`config.mk`:
```
export PLATFORM = sky130hd
export DESIGN_NAME = score_keeper_flat
export DESIGN_NICKNAME = d
export VERILOG_FILES = /design/src/rtl/gh_pkg.sv /design/src/rtl/score_keeper_if.sv /design/src/rtl/score_bin2bcd.sv /design/src/rtl/score_keeper.sv /design/src/flat_wrapper.sv
export SDC_FILE = /design/constraint.sdc
export NUM_CORES = 1
export LEC_CHECK = 0
export ABC_AREA = 0
export ABC_CLOCK_PERIOD_IN_PS = 11100
export BUFFER_PORTS_ARGS = -buffer_cell sky130_fd_sc_hd__buf_2
export CAP_MARGIN = 15
export CORE_MARGIN = 1.5
export CORE_UTILIZATION = 30
export DETAILED_ROUTE_END_ITERATION = 10
export SYNTH_ARGS = -nofsm -noshare
export SYNTH_HDL_FRONTEND = slang
export SYNTH_SLANG_ARGS = --single-unit
```
`constraint.sdc`:
```
create_clock -name clk -period 11.1 [get_ports clk]
set_input_delay 1.665 -clock clk [delete_from_list [all_inputs] [get_ports clk]]
set_output_delay 1.665 -clock clk [all_outputs]
set_load 0.02 [all_outputs]
```
`src/rtl/gh_pkg.sv`:
```
// Shared constants for the scoring slice: BCD converter state encoding,
// display digit count, rock-meter constants and the double-dabble digit adjust.
package gh_pkg;

  localparam int unsigned BCD_DIGITS = 6;
  localparam int unsigned BCD_W      = 4 * BCD_DIGITS;

  localparam logic [1:0] BCD_IDLE  = 2'd0;
  localparam logic [1:0] BCD_SHIFT = 2'd1;
  localparam logic [1:0] BCD_DONE  = 2'd2;

  localparam int unsigned METER_W    = 7;
  localparam int unsigned METER_INIT = 50;
  localparam int unsigned METER_MAX  = 100;
  localparam int unsigned METER_HIT  = 2;
  localparam int unsigned METER_MISS = 8;

  // Add 3 to every BCD digit that is 5 or more, ahead of the next left shift.
  function automatic logic [BCD_W-1:0] dd_adjust(input logic [BCD_W-1:0] v);
    logic [BCD_W-1:0] r;
    r = v;
    for (int i = 0; i < int'(BCD_DIGITS); i++) begin
      if (r[4*i +: 4] >= 4'd5) r[4*i +: 4] = r[4*i +: 4] + 4'd3;
    end
    return r;
  endfunction

endpackage

```
`src/rtl/score_keeper_if.sv`:
```
// Control inputs and score status bundle between the game core and score_keeper.
// With ROCK_METER_EN defined, the bundle also carries rock_meter and game_over.
interface score_keeper_if
  import gh_pkg::*;
#(
  parameter int unsigned SCORE_W  = 20,
  parameter int unsigned STREAK_W = 10
);

  logic                pause;
  logic                stop;
  logic                note_hit;
  logic                note_miss;
  logic [SCORE_W-1:0]  score;
  logic [STREAK_W-1:0] streak;
  logic [STREAK_W-1:0] best_streak;
  logic [2:0]          multiplier;
  logic [BCD_W-1:0]    score_bcd;
  logic                bcd_valid;
`ifdef ROCK_METER_EN
  logic [METER_W-1:0]  rock_meter;
  logic                game_over;

  modport master (
    output pause, stop, note_hit, note_miss,
    input  score, streak, best_streak, multiplier, score_bcd, bcd_valid,
    input  rock_meter, game_over
  );

  modport slave (
    input  pause, stop, note_hit, note_miss,
    output score, streak, best_streak, multiplier, score_bcd, bcd_valid,
    output rock_meter, game_over
  );
`else
  modport master (
    output pause, stop, note_hit, note_miss,
    input  score, streak, best_streak, multiplier, score_bcd, bcd_valid
  );

  modport slave (
    input  pause, stop, note_hit, note_miss,
    output score, streak, best_streak, multiplier, score_bcd, bcd_valid
  );
`endif

endinterface

```
`src/rtl/score_bin2bcd.sv`:
```
// Sequential double-dabble: IDLE -> SHIFT (SCORE_W cycles) -> DONE -> IDLE.
// start is accepted in IDLE and in DONE (back-to-back restart); abort returns to IDLE.
module score_bin2bcd
  import gh_pkg::*;
#(
  parameter int unsigned SCORE_W = 20
) (
  input  logic               clk,
  input  logic               reset,
  input  logic               abort,
  input  logic               start,
  input  logic [SCORE_W-1:0] bin,
  output logic [BCD_W-1:0]   bcd,
  output logic               busy,
  output logic               done
);

  localparam int unsigned CNT_W = $clog2(SCORE_W);

  logic [1:0]         state, state_nxt;
  logic [SCORE_W-1:0] sh_bin, sh_bin_nxt;
  logic [BCD_W-1:0]   bcd_nxt, bcd_adj;
  logic [CNT_W-1:0]   cnt, cnt_nxt;
  logic               busy_nxt, done_nxt;

  // State and datapath registers.
  always_ff @(posedge clk) begin
    if (reset || abort) begin
      state  <= BCD_IDLE;
      sh_bin <= '0;
      bcd    <= '0;
      cnt    <= '0;
      busy   <= 1'b0;
      done   <= 1'b0;
    end else begin
      state  <= state_nxt;
      sh_bin <= sh_bin_nxt;
      bcd    <= bcd_nxt;
      cnt    <= cnt_nxt;
      busy   <= busy_nxt;
      done   <= done_nxt;
    end
  end

  // Next state, shift step and registered status flags.
  always_comb begin
    state_nxt  = state;
    sh_bin_nxt = sh_bin;
    bcd_nxt    = bcd;
    cnt_nxt    = cnt;
    bcd_adj    = dd_adjust(bcd);
    case (state)
      BCD_IDLE: begin
        if (start) begin
          sh_bin_nxt = bin;
          bcd_nxt    = '0;
          cnt_nxt    = '0;
          state_nxt  = BCD_SHIFT;
        end
      end
      BCD_SHIFT: begin
        bcd_nxt    = {bcd_adj[BCD_W-2:0], sh_bin[SCORE_W-1]};
        sh_bin_nxt = sh_bin << 1;
        cnt_nxt    = cnt + CNT_W'(1);
        if (cnt == CNT_W'(SCORE_W - 1)) state_nxt = BCD_DONE;
      end
      BCD_DONE: begin
        if (start) begin
          sh_bin_nxt = bin;
          bcd_nxt    = '0;
          cnt_nxt    = '0;
          state_nxt  = BCD_SHIFT;
        end else begin
          state_nxt  = BCD_IDLE;
        end
      end
      default: state_nxt = BCD_IDLE;
    endcase
    busy_nxt = (state_nxt != BCD_IDLE);
    done_nxt = (state_nxt == BCD_DONE);
  end

endmodule

```
`src/rtl/score_keeper.sv`:
```
// Scoring stage: score, streak, best streak, multiplier and a BCD image of the score.
// Optional feature macro: ROCK_METER_EN adds rock_meter / game_over with scoring lockout.
module score_keeper
  import gh_pkg::*;
#(
  parameter int unsigned SCORE_W     = 20,
  parameter int unsigned SCORE_MAX   = 999999,
  parameter int unsigned STREAK_W    = 10,
  parameter int unsigned BASE_PTS    = 50,
  parameter int unsigned STREAK_STEP = 10,
  parameter int unsigned MAX_MULT    = 4
) (
  input  logic           clk,
  input  logic           reset,
  score_keeper_if.slave  sk
);

  logic [SCORE_W-1:0]  score_q, score_nxt;
  logic [SCORE_W:0]    sum_c;
  logic [STREAK_W-1:0] streak_q, streak_nxt, best_q, best_nxt, step_cnt_c;
  logic [2:0]          mult_q, mult_nxt;
  logic [BCD_W-1:0]    score_bcd_q, conv_bcd;
  logic                bcd_valid_q, pending_q;
  logic                conv_busy, conv_done;
  logic                hit_c, miss_c, lock_c, score_chg_c, conv_start_c;

`ifdef ROCK_METER_EN
  logic [METER_W-1:0]  meter_q, meter_nxt;
  logic                game_over_q, game_over_nxt;

  assign lock_c = game_over_q;
`else
  assign lock_c = 1'b0;
`endif

  // Pause and game-over drop pulses; a simultaneous hit and miss counts as a miss.
  assign miss_c = sk.note_miss & ~sk.pause & ~lock_c;
  assign hit_c  = sk.note_hit & ~sk.note_miss & ~sk.pause & ~lock_c;

  // Next score, streak, best streak and multiplier (multiplier follows the new streak).
  always_comb begin
    score_nxt  = score_q;
    streak_nxt = streak_q;
    best_nxt   = best_q;
    sum_c      = (SCORE_W+1)'(score_q) + (SCORE_W+1)'(BASE_PTS * 32'(mult_q));
    if (miss_c) begin
      streak_nxt = '0;
    end else if (hit_c) begin
      score_nxt  = (sum_c > (SCORE_W+1)'(SCORE_MAX)) ? SCORE_W'(SCORE_MAX) : sum_c[SCORE_W-1:0];
      streak_nxt = (&streak_q) ? streak_q : streak_q + STREAK_W'(1);
      if (streak_nxt > best_q) best_nxt = streak_nxt;
    end
    step_cnt_c = streak_nxt / STREAK_W'(STREAK_STEP);
    if (step_cnt_c >= STREAK_W'(MAX_MULT - 1)) mult_nxt = 3'(MAX_MULT);
    else                                        mult_nxt = 3'(step_cnt_c) + 3'd1;
  end

`ifdef ROCK_METER_EN
  // Rock meter: miss drains (game over at 0), hit refills up to the ceiling.
  always_comb begin
    meter_nxt     = meter_q;
    game_over_nxt = game_over_q;
    if (miss_c) begin
      meter_nxt = (meter_q <= METER_W'(METER_MISS)) ? '0 : meter_q - METER_W'(METER_MISS);
      if (meter_nxt == '0) game_over_nxt = 1'b1;
    end else if (hit_c) begin
      meter_nxt = (meter_q >= METER_W'(METER_MAX - METER_HIT)) ? METER_W'(METER_MAX)
                                                              : meter_q + METER_W'(METER_HIT);
    end
  end
`endif

  // Start a conversion on a change when idle or finishing, or replay a pending change.
  assign score_chg_c  = (score_nxt != score_q);
  assign conv_start_c = (score_chg_c && (!conv_busy || conv_done)) || (conv_done && pending_q);

  score_bin2bcd #(.SCORE_W(SCORE_W)) u_bin2bcd (
    .clk   (clk),
    .reset (reset),
    .abort (sk.stop),
    .start (conv_start_c),
    .bin   (score_nxt),
    .bcd   (conv_bcd),
    .busy  (conv_busy),
    .done  (conv_done)
  );

  // State registers: reset > stop > normal update.
  always_ff @(posedge clk) begin
    if (reset || sk.stop) begin
      score_q     <= '0;
      streak_q    <= '0;
      mult_q      <= 3'd1;
      score_bcd_q <= '0;
      bcd_valid_q <= 1'b1;
      pending_q   <= 1'b0;
      if (reset) best_q <= '0;
`ifdef ROCK_METER_EN
      meter_q     <= METER_W'(METER_INIT);
      game_over_q <= 1'b0;
`endif
    end else begin
      score_q  <= score_nxt;
      streak_q <= streak_nxt;
      best_q   <= best_nxt;
      mult_q   <= mult_nxt;
`ifdef ROCK_METER_EN
      meter_q     <= meter_nxt;
      game_over_q <= game_over_nxt;
`endif
      if (conv_start_c)                  pending_q <= 1'b0;
      else if (score_chg_c && conv_busy) pending_q <= 1'b1;
      if (score_chg_c) begin
        bcd_valid_q <= 1'b0;
      end else if (conv_done && !pending_q) begin
        score_bcd_q <= conv_bcd;
        bcd_valid_q <= 1'b1;
      end
    end
  end

  assign sk.score       = score_q;
  assign sk.streak      = streak_q;
  assign sk.best_streak = best_q;
  assign sk.multiplier  = mult_q;
  assign sk.score_bcd   = score_bcd_q;
  assign sk.bcd_valid   = bcd_valid_q;
`ifdef ROCK_METER_EN
  assign sk.rock_meter  = meter_q;
  assign sk.game_over   = game_over_q;
`endif

endmodule

```
`src/flat_wrapper.sv`:
```
// flat-port wrapper written by rule: the top's interface ports become plain ports
module score_keeper_flat import gh_pkg::*;
#(
  parameter int unsigned SCORE_W     = 20,
  parameter int unsigned SCORE_MAX   = 999999,
  parameter int unsigned STREAK_W    = 10,
  parameter int unsigned BASE_PTS    = 50,
  parameter int unsigned STREAK_STEP = 10,
  parameter int unsigned MAX_MULT    = 4
)
  (clk, reset, sk_pause, sk_stop, sk_note_hit, sk_note_miss, sk_score, sk_streak, sk_best_streak, sk_multiplier, sk_score_bcd, sk_bcd_valid);
  score_keeper_if #(.SCORE_W(SCORE_W), .STREAK_W(STREAK_W)) sk_i ();
  input  logic clk;
  input  logic reset;
  input wire logic [$bits(sk_i.pause)-1:0] sk_pause;
  input wire logic [$bits(sk_i.stop)-1:0] sk_stop;
  input wire logic [$bits(sk_i.note_hit)-1:0] sk_note_hit;
  input wire logic [$bits(sk_i.note_miss)-1:0] sk_note_miss;
  output wire logic [$bits(sk_i.score)-1:0] sk_score;
  output wire logic [$bits(sk_i.streak)-1:0] sk_streak;
  output wire logic [$bits(sk_i.best_streak)-1:0] sk_best_streak;
  output wire logic [$bits(sk_i.multiplier)-1:0] sk_multiplier;
  output wire logic [$bits(sk_i.score_bcd)-1:0] sk_score_bcd;
  output wire logic [$bits(sk_i.bcd_valid)-1:0] sk_bcd_valid;
  assign sk_i.pause = sk_pause;
  assign sk_i.stop = sk_stop;
  assign sk_i.note_hit = sk_note_hit;
  assign sk_i.note_miss = sk_note_miss;
  assign sk_score = sk_i.score;
  assign sk_streak = sk_i.streak;
  assign sk_best_streak = sk_i.best_streak;
  assign sk_multiplier = sk_i.multiplier;
  assign sk_score_bcd = sk_i.score_bcd;
  assign sk_bcd_valid = sk_i.bcd_valid;
  score_keeper #(.SCORE_W(SCORE_W), .SCORE_MAX(SCORE_MAX), .STREAK_W(STREAK_W), .BASE_PTS(BASE_PTS), .STREAK_STEP(STREAK_STEP), .MAX_MULT(MAX_MULT)) u_core (.clk(clk), .reset(reset), .sk(sk_i));
endmodule
```
======== Yosys cells after proc, flatten, opt, wreduce, memory -nomap -nowiden ========
Cells that the tools add are included.
word-level totals
  bits in read-only memories .............. 0
  word-level logic and storage cells ...... 101
  bits in latches ......................... 0
  flip-flop bits (word level) ............. 122
  input port bits ......................... 6
  output and inout bits ................... 68
  memories kept ........................... 0
  RAM bits ................................ 0
cells by class
  mux-type cells .......................... 30
  shifts and indexed selects .............. 0
  bitwise operators ....................... 6
  magnitude comparators ................... 9
  equality and inequality tests ........... 8
  divide/modulo/power cells ............... 1
  $mul .................................... 1
  add/sub/neg operators ................... 10
  reductions and logical operators ........ 22
operators with widths
  cell                   number
  $mux 10                8
  $mux 20                4
  $pmux 24 s2            1
  $pmux 20 s2            1
  $ge 4x3->1 const B     6
  $mux 24                1
  $add 20x9->21          1
  $gt 21x20->1 const B   1
  $add 4x2->4 const B    5
  $mux 4                 5
  $ne 20x20->1           1
  $add 10x1->10 const B  1
  $div 10x4->10 const B  1
  $ge 10x2->1 const B    1
  $gt 10x10->1           1
  $pmux 5 s2             1
  $reduce_and 10->1      1
  $reduce_bool 2->1      5
  $mul 5x3->8 const A    1
  $mux 3                 2
  $pmux 2 s3             1
  $reduce_or 2->1        3
  $add 5x1->5 const B    1
  $eq 5x5->1 const B     1
  17 further kinds       33

======== Longest topological paths before layout ========
Gate-level depths: netlist of the first run.
  depth after elaboration ................. 12
  mapped depth ............................ 22
  depth with buffers taken out ............ 18

======== By module ========
A second synthesis of the first run with hierarchy kept.
unflattened totals
  cell total of the unflattened synthesis .. 897
  area total of the unflattened synthesis .. 7616.1 um^2
modules (own cells, without submodules)
  module         cells each  instances  area an instance (um^2)
  score_keeper   631         1          5043.6
  score_bin2bcd  266         1          2572.5

======== Worst setup path before layout of the first run ========
OpenSTA, ideal clock, no wires.
  path kind ............................... input-to-reg
  start point ............................. in sk_pause
  end point ............................... reg u_core.mult_q[1], in the netlist u_core.sk.multiplier[1]
  cell stages on the path ................. 15
  slack ................................... 5.898 ns
  arrival time ............................ 5.142 ns
  data required time ...................... 11.040 ns
  setup time .............................. 0.060 ns
  cells stage by stage .................... clkbuf_1 > or2_2 > nor4_1 > nor2_1 > o31a_1 > o311ai_1 > a221oi_1 > a21boi_1 > maj3_1 > a21o_1 > ha_1 > nor4_1 > nand3_1 > nor2_1 > and3_1
between the ends
  word-level cells in the longest chain between the ends .. 7
ends and longest elaborated chain
  item                       RTL line                                text
  from (decl)                flat_wrapper.sv:15                      input wire logic [$bits(sk_i.pause)-1:0] sk_pause;
  $not 1->1 (*)              score_keeper.sv:37, score_keeper.sv:38
  $and 1x1->1                score_keeper.sv:38                      assign hit_c = sk.note_hit & ~sk.note_miss & ~sk.pause & ~lock_c;
  $mux 10                    score_keeper.sv:48                      end else if (hit_c) begin
  $mux 10 (*)                score_keeper.sv:46                      if (miss_c) begin
  $div 10x4->10 (*)          score_keeper.sv:53                      step_cnt_c = streak_nxt / STREAK_W'(STREAK_STEP);
  $ge 10x2->1                score_keeper.sv:54                      if (step_cnt_c >= STREAK_W'(MAX_MULT - 1)) mult_nxt = 3'(MAX_MULT);
  $reduce_or 2->1 (no line)  -
  to (signal assigned)       score_keeper.sv:106                     mult_q <= mult_nxt;
  to (decl)                  score_keeper.sv:21                      logic [2:0] mult_q, mult_nxt;
Every way passes the cells marked *; elsewhere a longest branch is shown, timed or not.
A chain may end at the register's enable or synchronous reset.

======== Final worst setup path of the first run ========
  start point ............................. reg u_core.mult_q[1], in the netlist u_core.sk.multiplier[1]
  end point ............................... reg u_core.u_bin2bcd.cnt[4]
between the ends
  word-level cells in the longest chain between the ends .. 11
ends and longest elaborated chain
  item                            RTL line             text
  $mul 5x3->8 (*)                 score_keeper.sv:45   sum_c = (SCORE_W+1)'(score_q) + (SCORE_W+1)'(BASE_PTS * 32'(mult_q));
  $add 20x9->21 (*)               score_keeper.sv:45
  $gt 21x20->1                    score_keeper.sv:49   score_nxt = (sum_c > (SCORE_W+1)'(SCORE_MAX)) ? SCORE_W'(SCORE_MAX) : sum_c[SCORE_W-1:0];
  $mux 20 (*)                     score_keeper.sv:49
  $mux 20 (*)                     score_keeper.sv:48
  $mux 20 (*)                     score_keeper.sv:46
  $ne 20x20->1 (*)                score_keeper.sv:74   assign score_chg_c = (score_nxt != score_q);
  $logic_and 1x1->1 (*)           score_keeper.sv:75   assign conv_start_c = (score_chg_c && (!conv_busy || conv_done)) || (conv_done && pending_q);
  $logic_or 1x1->1 (*)            score_keeper.sv:75
  $ne 2x1->1 (no line) (*)        -
  $reduce_and 2->1 (no line) (*)  -
  to (signal assigned)            score_bin2bcd.sv:39  cnt <= cnt_nxt;
  to (decl)                       score_bin2bcd.sv:23  logic [CNT_W-1:0] cnt, cnt_nxt;
Marked as above.

==> results of run 1 <==
==> cell usage after synthesis (11+ instances only) <==
| cell type | n | share of area (%) |
|---|---|---|
| dfxtp_1 | 112 | 29 |
| nor2_1 | 91 | 4.4 |
| nand2_1 | 81 | 3.9 |
| clkbuf_1 | 54 | 2.6 |
| a21oi_1 | 50 | 3.2 |
| nand3_1 | 46 | 3.0 |
| o21ai_0 | 43 | 2.8 |
| ha_1 | 37 | 6.0 |
| inv_1 | 37 | 1.8 |
| nor3_1 | 37 | 2.4 |
| nand4_1 | 30 | 2.4 |
| o31ai_1 | 29 | 2.8 |
| o211ai_1 | 26 | 2.5 |
| a31oi_1 | 17 | 1.4 |
| nand2b_1 | 17 | 1.4 |
| o41ai_1 | 15 | 1.7 |
| xnor2_1 | 15 | 1.7 |
| nor2b_1 | 13 | 1.0 |
| o21ai_1 | 13 | 0.84 |
| xor2_1 | 12 | 1.4 |
| a21oi_2 | 11 | 1.2 |
==> power by group <==
group | internal, uW | switching [uW] | total [uW]
combinational | 13.0 | 38.1 | 51.0
sequential | 446 | 2.13 | 449
clock | 376 | 200 | 576
==> stage by stage <==
step	cell area, um^2	worst slack, ns	util [%]	hold slack [ns]	power, uW
finish	8910	4.66	35.3	0.456	1080
global route	8910	4.13	35.3	0.472	1110
CTS	8910	4.75	35.3	0.462	1090
detailed placement	8300	4.81	32.9	0.452	509
global placement	8300	5.00	32.9	0.446	509
floorplan	7760	5.90	-	0.432	495
==> worst max-delay path by stage <==
stage,startpoint,to,cells after the start
2_1_floorplan,sk_pause,u_core.sk.multiplier[1],15
3_3_place_gp,u_core.sk.multiplier[1],u_core.u_bin2bcd.cnt[4],17
3_5_place_dp,u_core.sk.multiplier[1],u_core.u_bin2bcd.cnt[3],17
4_1_cts,u_core.sk.multiplier[1],u_core.u_bin2bcd.cnt[4],17
5_1_grt,u_core.sk.multiplier[1],u_core.u_bin2bcd.cnt[4],17
6_report,u_core.sk.multiplier[1],u_core.u_bin2bcd.cnt[4],17
==> cells by family (layout without fill, tap and decap cells) <==
family,count (synthesis),after routing,synth area share (%)
buffers and inverters,111,151,6.11
and+or+nand+nor,372,372,24.1
AOI/OAI and AO/OA,290,290,26.6
adders and majority gates,40,40,6.48
muxes,7,7,0.920
DFF,122,122,32.8
xor gates and xnor gates,27,27,3.05
==> flip-flops by register name, summed over array words and instances (netlist names) <==
| signal | cells |
|---|---|
| u_core.sk.score_bcd | 24 |
| u_core.u_bin2bcd.bcd | 24 |
| u_core.sk.score | 20 |
| u_core.u_bin2bcd.sh_bin | 20 |
| u_core.sk.best_streak | 10 |
| u_core.sk.streak | 10 |
| u_core.u_bin2bcd.cnt | 5 |
| u_core.sk.multiplier | 3 |
| u_core.u_bin2bcd.state | 2 |
| u_core.pending_q | 1 |
| u_core.sk.bcd_valid | 1 |
| u_core.u_bin2bcd.busy | 1 |
| u_core.u_bin2bcd.done | 1 |
==> critical path: cells and delay by family (launching register included) <==
family          cells  cell delay (ns)
compound gates      7             3.83
fa+ha+maj           3             0.89
buf+inv             2             0.11
flops               1             0.45
simple gates        5             1.06
==> metal layers <==
metal	vias to the layer above	track usage [%]	share of wire, %	routed length [um]
met4	0	4.83	1.0	214
li1	3664	-	-	-
met3	19	2.98	4.9	1030
met5	-	0	0	0
met2	197	24.1	44	9150
met1	3463	22.8	50	10500
==> layout by cell type (no fill, tap or decap), types with 9 or more instances in the layout <==
master     instances
ha_1              37
xor2_1            12
o21ai_0           43
nand3_1           46
nor3_1            37
o211ai_1          26
nand3_2           10
a21oi_1           50
nand2_1           81
o31ai_1           29
inv_1             37
a211oi_1          10
nor2_1            90
buf_2             73
edfxtp_1          10
o41ai_1           14
or3_1              9
buf_4              9
clkbuf_16         17
o21a_1             9
dfxtp_1          112
a31oi_1           17
xnor2_1           15
o21ai_1           13
nand4_1           30
nor2b_1           12
a21oi_2           10
and2_1             9
nand2b_1          15
==> area by class of cell <==
class	count	share of cell area [%]
clock buffers	25	5.56
clock inverters	7	1.26
inverters	37	1.56
multi-input cells	736	53.6
flip-flops and latches	122	28.5
well taps	330	4.63
repair buffers	82	4.86
==> results.yml, run 1 <==
run_status:
  outcome: "complete, no violations"
cells_and_area:
  multi_input_area_mm2: 0.00477
  fin_cells: 1339
  final_layout_size_suffix_gt1_share_pct: 15.8
  antenna_cells: 0
  nFillCells: 2659
  finalNetCount: 1040
  areaGrowthSynthToFinish_pct: 14.9
  regArea_mm2: 0.00254
clock_network:
  cts_buffers: 17
  cts_max_path_buffers: 2
  cts_hold_buf: 0
  cts_tree: "done"
  post_cts_buffers: 0
  clk_latency_ns: 0.42
  cts_root_buf: "clkbuf_16"
  cts_resized: 0
  htree_levels: 4
  cts.clk_slew.worst_paths_ns: 0.06
  cts_sinks: 122
logic_synthesis:
  ys.flop_type: "dfxtp_1"
  yosys_warnings: 0
  synthArstFlopShare_pct: 0
  syn-instance-count: 969
  synth_cell_types: 81
  synth_seq_cells: 122
  synth_enable_flop_cells: 10
  avgSynthCellArea_um2: 8.00
  syn-num-nets: 1013
  yosysSeqAreaShare_pct: 32.8
  syn_area_mm2: 0.00776
timing:
  finalCritPeriodShare_pct: 58.0
  rsz0062_at_grt: "no"
  finalMaxSlewViolations: 0
  hold_viol: 0
  setup_viol: 0
  fmaxAchievable_mhz: 155
  worst_slew_pin_slew_ns: 1.09
  relSlewSlack_pct: 27.6
  finalClockSkew_ns: 0.0103
  min_period_ns: 6.44
  setup_tns_ns: 0
floorplan:
  start_util_pct: 30.7
  ioPinCount: 74
  coreArea_mm2: 0.0253
  die_h_um: 164
  die_w_um: 164
  dieArea_mm2: 0.0268
  rows: 58
critical_path:
  worst_r2r_path_depth: 17
  path_class: "reg2reg"
  worstReg2RegEnd: "u_core.u_bin2bcd.cnt[4]"
  r2r_start: "u_core.sk.multiplier[1]"
  slowest_delay_ns: 0.98
  reg2reg_slack_ns: 4.66
  cpMaxStageDelayCell: "a311o_2"
  start_kind: "register"
  path_cells: "inv_1 > ha_1 > inv_1 > ha_1 > ha_1 > o21ai_1 > nor3_2 > a31oi_1 > nor2_1 > a2111o_1 > a211oi_4 > nor2_1 > o221a_2 > a221oi_2 > a311o_2 > nand2_1 > nor2_1"
  cp.arrival_ns: 6.79
  required_ns: 11.45
  crit_path_max_fanout: 47
  crit_path_end_kind: "register"
grt:
  antenna_found_initial: 0
  grt_use_total_pct: 16.0
  grt_pass1_wl_mm: 34.7
  first_global_vias: 6648
  grt_start_max_net_pins: 92
  grt_overflow: 0
place:
  port-buffer-count: 73
  dpl.hpwl_mm: 14.1
  placed_cells: 1307
  place_congestion: 0.828
detailed_routing:
  drtAntennaViolNets: 0
  first_iter_violations: 551
  wirelength_mm: 20.9
  vias_per_cell: 5.48
  drc_errors: 0
  wire_per_inst_um: 15.6
  vias: 7343
  dr.pass1.iters: 7
pwr:
  peakVddDrop_mv: 0.104
  p_leak_uw: 0.00322
  p_per_area_mw_per_mm2: 121
worst_hold_path:
  hold_start: "u_core.u_bin2bcd.sh_bin[19]"
  hold_path_class: "reg2reg"
  holdPathEnd: "u_core.u_bin2bcd.bcd[0]"
  whs_path_depth: 2
run:
  maxCapViolations: 0
(Power assumes the default switching activity.)
==> run 2: changes to the inputs <==
- ABC_CLOCK_PERIOD_IN_PS: 11100 -> 6600
- clock period: 11.1 -> 6.6 ns (I/O delays scaled with it)
==> run 2 against run 1 <==
  * Power increased by 59%
  * Combinational power up 70%
  * Clock skew up 0.0029 ns
  * Global-route usage is 0.42 points lower
  * Utilization fell by 0.14 points
  * Non-clock buffer count is 2 higher
  * First-iteration DRC count fell by 0.36%
  * Design area is 0.39% lower
  * Hold slack improved by 0.0052 ns
  * Count of clock-buffer cells in the layout decreased by 3
==> results.yml, run 2 (same netlist as run 1, synthesis figures left out) <==
cells_and_area:
  nFillCells: 2611
  final_cell_mix: "dfxtp_1, nor2_1, nand2_1"
  layout_commonest_cell: "dfxtp_1"
  antenna_cells: 0
  utilization_pct: 35.1
  final_layout_size_suffix_gt1_share_pct: 15.9
  areaGrowthSynthToFinish_pct: 14.4
  finalNetCount: 1042
grt:
  grt_use_total_pct: 15.5
  grt_overflow: 0
  antenna_found_initial: 0
  grt_pass1_wl_mm: 33.8
  grt_start_max_net_pins: 87
  first_global_vias: 6442
timing:
  min_period_ns: 5.50
  setup_tns_ns: 0
  worst_slew_pin_slew_ns: 1.16
  setup_viol: 0
  fmaxAchievable_mhz: 182
  finalMaxSlewViolations: 0
  hold_viol: 0
  finalCritPeriodShare_pct: 83.3
  rsz0062_at_grt: "no"
  whs_ns: 0.461
  relSlewSlack_pct: 22.9
  finalClockSkew_ns: 0.0131
run_status:
  outcome: "complete, no violations"
pwr:
  p_per_area_mw_per_mm2: 193
  peakVddDrop_mv: 0.185
  p_total_uw: 1720
  p_leak_uw: 0.00321
detailed_routing:
  vias: 7274
  dr.pass1.iters: 5
  wirelength_mm: 20.8
  wire_per_inst_um: 15.5
  drc_errors: 0
  vias_per_cell: 5.43
  first_iter_violations: 549
  drtAntennaViolNets: 0
clock_network:
  post_cts_buffers: 0
  cts_max_path_buffers: 2
  cts_hold_buf: 0
  cts.clk_slew.worst_paths_ns: 0.06
  cts_buffers: 17
  clk_latency_ns: 0.41
  cts_sinks: 122
  cts_resized: 0
  cts_root_buf: "clkbuf_16"
  cts_tree: "done"
  htree_levels: 4
place:
  place_congestion: 0.855
  port-buffer-count: 73
  dpl.hpwl_mm: 14.2
floorplan:
  die_h_um: 164
  dieArea_mm2: 0.0268
  coreArea_mm2: 0.0253
  die_w_um: 164
  ioPinCount: 74
  start_util_pct: 30.7
  rows: 58
critical_path:
  path_class: "reg2reg"
  crit_path_end_kind: "register"
  cpMostUsedCell: "ha_1"
  cp.arrival_ns: 5.76
  start_kind: "register"
  cp_top_family: "compound AO/OA/AOI/OAI gates"
  path_cells: "inv_1 > ha_1 > inv_1 > ha_1 > ha_1 > a21oi_1 > o211ai_2 > xnor2_1 > nand4_1 > a211oi_2 > a211oi_4 > buf_4 > nor2_1 > o21ai_0 > a2111oi_4 > a21oi_4 > buf_4 > o211ai_1 > o41ai_1"
  crit_path_max_fanout: 33
  crit_buf_inv: 4
  required_ns: 6.86
  slowest_delay_ns: 0.57
  cpMaxStageDelayCell: "nor2_1"
run:
  maxCapViolations: 0
worst_hold_path:
  hold_path_class: "reg2reg"
[run 2: report_power, final]
part / internal (uW) / total, uW / switching, uW
registers: 751 / 755 / 3.74
logic: 22.7 / 86.8 / 64.1
clock network: 542 / 874 / 332
total: 1320 / 1720 / 400
[run 2: path summary, 6_finish.rpt]
path / start / to / slack [ns] / depth (start not counted)
max: u_core.sk.multiplier[1] / u_core.sk.score_bcd[1] / 1.10 / 19
min: u_core.u_bin2bcd.sh_bin[15] / u_core.u_bin2bcd.sh_bin[15] / 0.46 / 2
max reg2reg: u_core.sk.multiplier[1] / u_core.sk.score_bcd[1] / 1.10 / 19
min reg2reg: u_core.u_bin2bcd.sh_bin[15] / u_core.u_bin2bcd.sh_bin[15] / 0.46 / 2
[run 2: metrics by stage]
stage                     instance area [um^2]  setup slack (ns)  instances
after floorplan                           7760              2.01        969
after global placement                    8330              1.26       1309
after detailed placement                  8330              1.14       1309
after CTS                                 8870              1.13       1339
after global routing                      8870             0.683       1339
final                                     8870              1.10       1339
[run 2: worst reg2reg max path, delay by kind of cell (launching register included)]
family,cells,cell delay (ns)
adder cells (fa/ha/maj),3,0.91
AO/OA/AOI/OAI,9,2.24
XOR/XNOR,1,0.38
buffers and inverters,4,0.61
AND/OR/NAND/NOR,2,0.75
flip-flops,1,0.45
[run 2: area by class of cell]
cell class | instances | area [um^2] | area share, %
clock buffers | 22 | 475 | 5.36
flip-flops and latches | 122 | 2540 | 28.7
clock inverters | 8 | 70.1 | 0.790
repair buffers | 84 | 460 | 5.19
multi-input cells | 736 | 4770 | 53.8
inverters | 37 | 139 | 1.57
well taps | 330 | 413 | 4.65
[run 2: layer usage]
metal | vias to the layer above | GRT usage, % | part of all wire (%)
li1 | 3653 | - | -
met1 | 3393 | 22.7 | 50
met2 | 213 | 23.2 | 44
met3 | 15 | 2.98 | 5.1
met4 | 0 | 3.76 | 0.67
met5 | - | 0 | 0
==> run 3: changes to the inputs <==
- ABC_CLOCK_PERIOD_IN_PS: 6600 -> 4600
- clock period: 6.6 -> 4.6 ns (I/O delays scaled with it)
==> run 3 against run 2 <==
  * The flow now finishes with violations (setup timing)
  * Sequential share of layout area fell by 3.6 points
  * Critical endpoint is now u_core.sk.score_bcd[8]
  * Die area did not move
  * Non-clock buffer count rose by 81
  * Count of clock-buffer cells in the layout rose by 2
  * Worst setup slack got worse by 1.1 ns
  * Global-route usage rose by 0.84 points
  * Via count rose by 7.2%
==> results.yml, run 3 (same netlist as run 1, synthesis figures left out) <==
run_status:
  outcome: "finished with violations"
  violations: "setup timing"
floorplan:
  coreArea_mm2: 0.0253
  die_w_um: 164
  die_h_um: 164
  dieArea_mm2: 0.0268
  start_util_pct: 30.7
  rows: 58
  ioPinCount: 74
cells_and_area:
  utilization_pct: 40.3
  final_layout_size_suffix_gt1_share_pct: 28.1
  antenna_cells: 0
  final_cell_mix: "dfxtp_1, nor2_1, nand2_1"
  finalNetCount: 1123
  nFillCells: 2547
  layout_commonest_cell: "dfxtp_1"
  areaGrowthSynthToFinish_pct: 31.3
  fin_cells: 1421
timing:
  finalCritPeriodShare_pct: 100
  finalMaxSlewViolations: 0
  relSlewSlack_pct: 32.2
  fmaxAchievable_mhz: 217
  worst_slew_pin_slew_ns: 1.02
  rsz0062_at_grt: "yes"
  fin_ws_ns: -0.0185
  hold_viol: 0
  finalClockSkew_ns: 0.00854
  min_period_ns: 4.62
  setup_viol: 1
clock_network:
  cts_tree: "done"
  cts_root_buf: "clkbuf_16"
  cts_sinks: 122
  cts_max_path_buffers: 2
  cts.clk_slew.worst_paths_ns: 0.06
  htree_levels: 4
  cts_buffers: 17
  clk_latency_ns: 0.42
worst_hold_path:
  whs_path_depth: 2
  hold_start: "u_core.u_bin2bcd.sh_bin[13]"
  hold_path_class: "reg2reg"
detailed_routing:
  wirelength_mm: 23.5
  vias_per_cell: 5.49
  drc_errors: 0
  first_iter_violations: 522
  vias: 7798
  wire_per_inst_um: 16.6
  drtAntennaViolNets: 0
  dr.pass1.iters: 6
critical_path:
  worstSetupStartpoint: "u_core.sk.multiplier[1]"
  required_ns: 4.89
  r2r_start: "u_core.sk.multiplier[1]"
  cp.arrival_ns: 4.91
  crit_path_end_kind: "register"
  path_class: "reg2reg"
  worstReg2RegEnd: "u_core.sk.score_bcd[8]"
  crit_path_max_fanout: 13
  start_kind: "register"
  reg2reg_slack_ns: -0.02
  endpoint: "u_core.sk.score_bcd[8]"
  worst_r2r_path_depth: 20
grt:
  grt_pass1_wl_mm: 35.6
  grt_start_max_net_pins: 65
  grt_overflow: 0
  antenna_found_initial: 0
  grt_use_total_pct: 16.4
  first_global_vias: 6919
pwr:
  p_per_area_mw_per_mm2: 267
  p_leak_uw: 0.00381
  p_total_uw: 2720
  peakVddDrop_mv: 0.278
run:
  maxCapViolations: 0
place:
  placed_cells: 1363
  dpl.hpwl_mm: 15.2
  place_congestion: 0.873
  port-buffer-count: 73
  place_ws_ns: 0.00890
-- run 3: worst min path at each step --
| stage | slack [ns] | to |
|---|---|---|
| floorplan | 0.43 | u_core.u_bin2bcd.bcd[0] |
| CTS | 0.46 | u_core.u_bin2bcd.sh_bin[11] |
| global route | 0.48 | u_core.u_bin2bcd.sh_bin[13] |
| global placement | 0.45 | u_core.u_bin2bcd.sh_bin[15] |
| finish | 0.46 | u_core.u_bin2bcd.sh_bin[13] |
| detailed placement | 0.45 | u_core.u_bin2bcd.sh_bin[13] |
-- run 3: cell type report --
| class | count | area (um^2) | area share, % |
|---|---|---|---|
| inverters | 37 | 139 | 1.36 |
| multi-input cells | 736 | 5210 | 51.1 |
| clock inverters | 7 | 135 | 1.33 |
| clock buffers | 24 | 512 | 5.02 |
| flip-flops and latches | 122 | 2550 | 25.0 |
| repair buffers | 165 | 1230 | 12.1 |
| well taps | 330 | 413 | 4.05 |
-- run 3: routing by layer --
layer	track usage (%)	vias to the layer above	wire length, um
met2	25.4	188	10800
li1	-	3824	-
met3	2.78	25	964
met5	0	-	0
met4	4.67	0	258
met1	23.2	3761	11500
-- run 3: metrics by stage --
stage	hold WS (ns)	setup TNS, ns	instance area [um^2]
after floorplan	0.432	0	7760
after global placement	0.448	0	8760
after detailed placement	0.451	0	8760
after CTS	0.461	0	9440
after global routing	0.482	-9.72	10200
final	0.459	-0.0185	10200
-- run 3: repair_timing --
item                                    in CTS  in global routing
setup buffers                                1                 19
resized for setup                            6                 76
pin swaps                                    1                 39
hold buffers                                 0                  0
endpoints found under the setup margin       4                 87
cloned                                       0                  8
-- run 3: critical path, cell delays in order, from the launching register on --
cell	delay [ns]
dfxtp_2	0.32
buf_4	0.15
ha_2	0.19
ha_4	0.16
xor2_2	0.13
ha_1	0.30
o21ai_2	0.07
nor3_2	0.21
a31oi_1	0.14
buf_4	0.18
nor2b_1	0.13
a2111o_1	0.45
a211oi_4	0.32
buf_6	0.18
nand2b_4	0.12
nand3b_1	0.11
a2111oi_4	0.42
buf_4	0.21
a21oi_4	0.12
clkbuf_16	0.22
o41ai_1	0.36
-- run 3: where the power goes --
group | leakage [uW] | switching [uW] | internal [uW]
Clock | 0.000322 | 480 | 987
Combinational | 0.00248 | 110 | 59.6
Sequential | 0.00101 | 5.47 | 1080
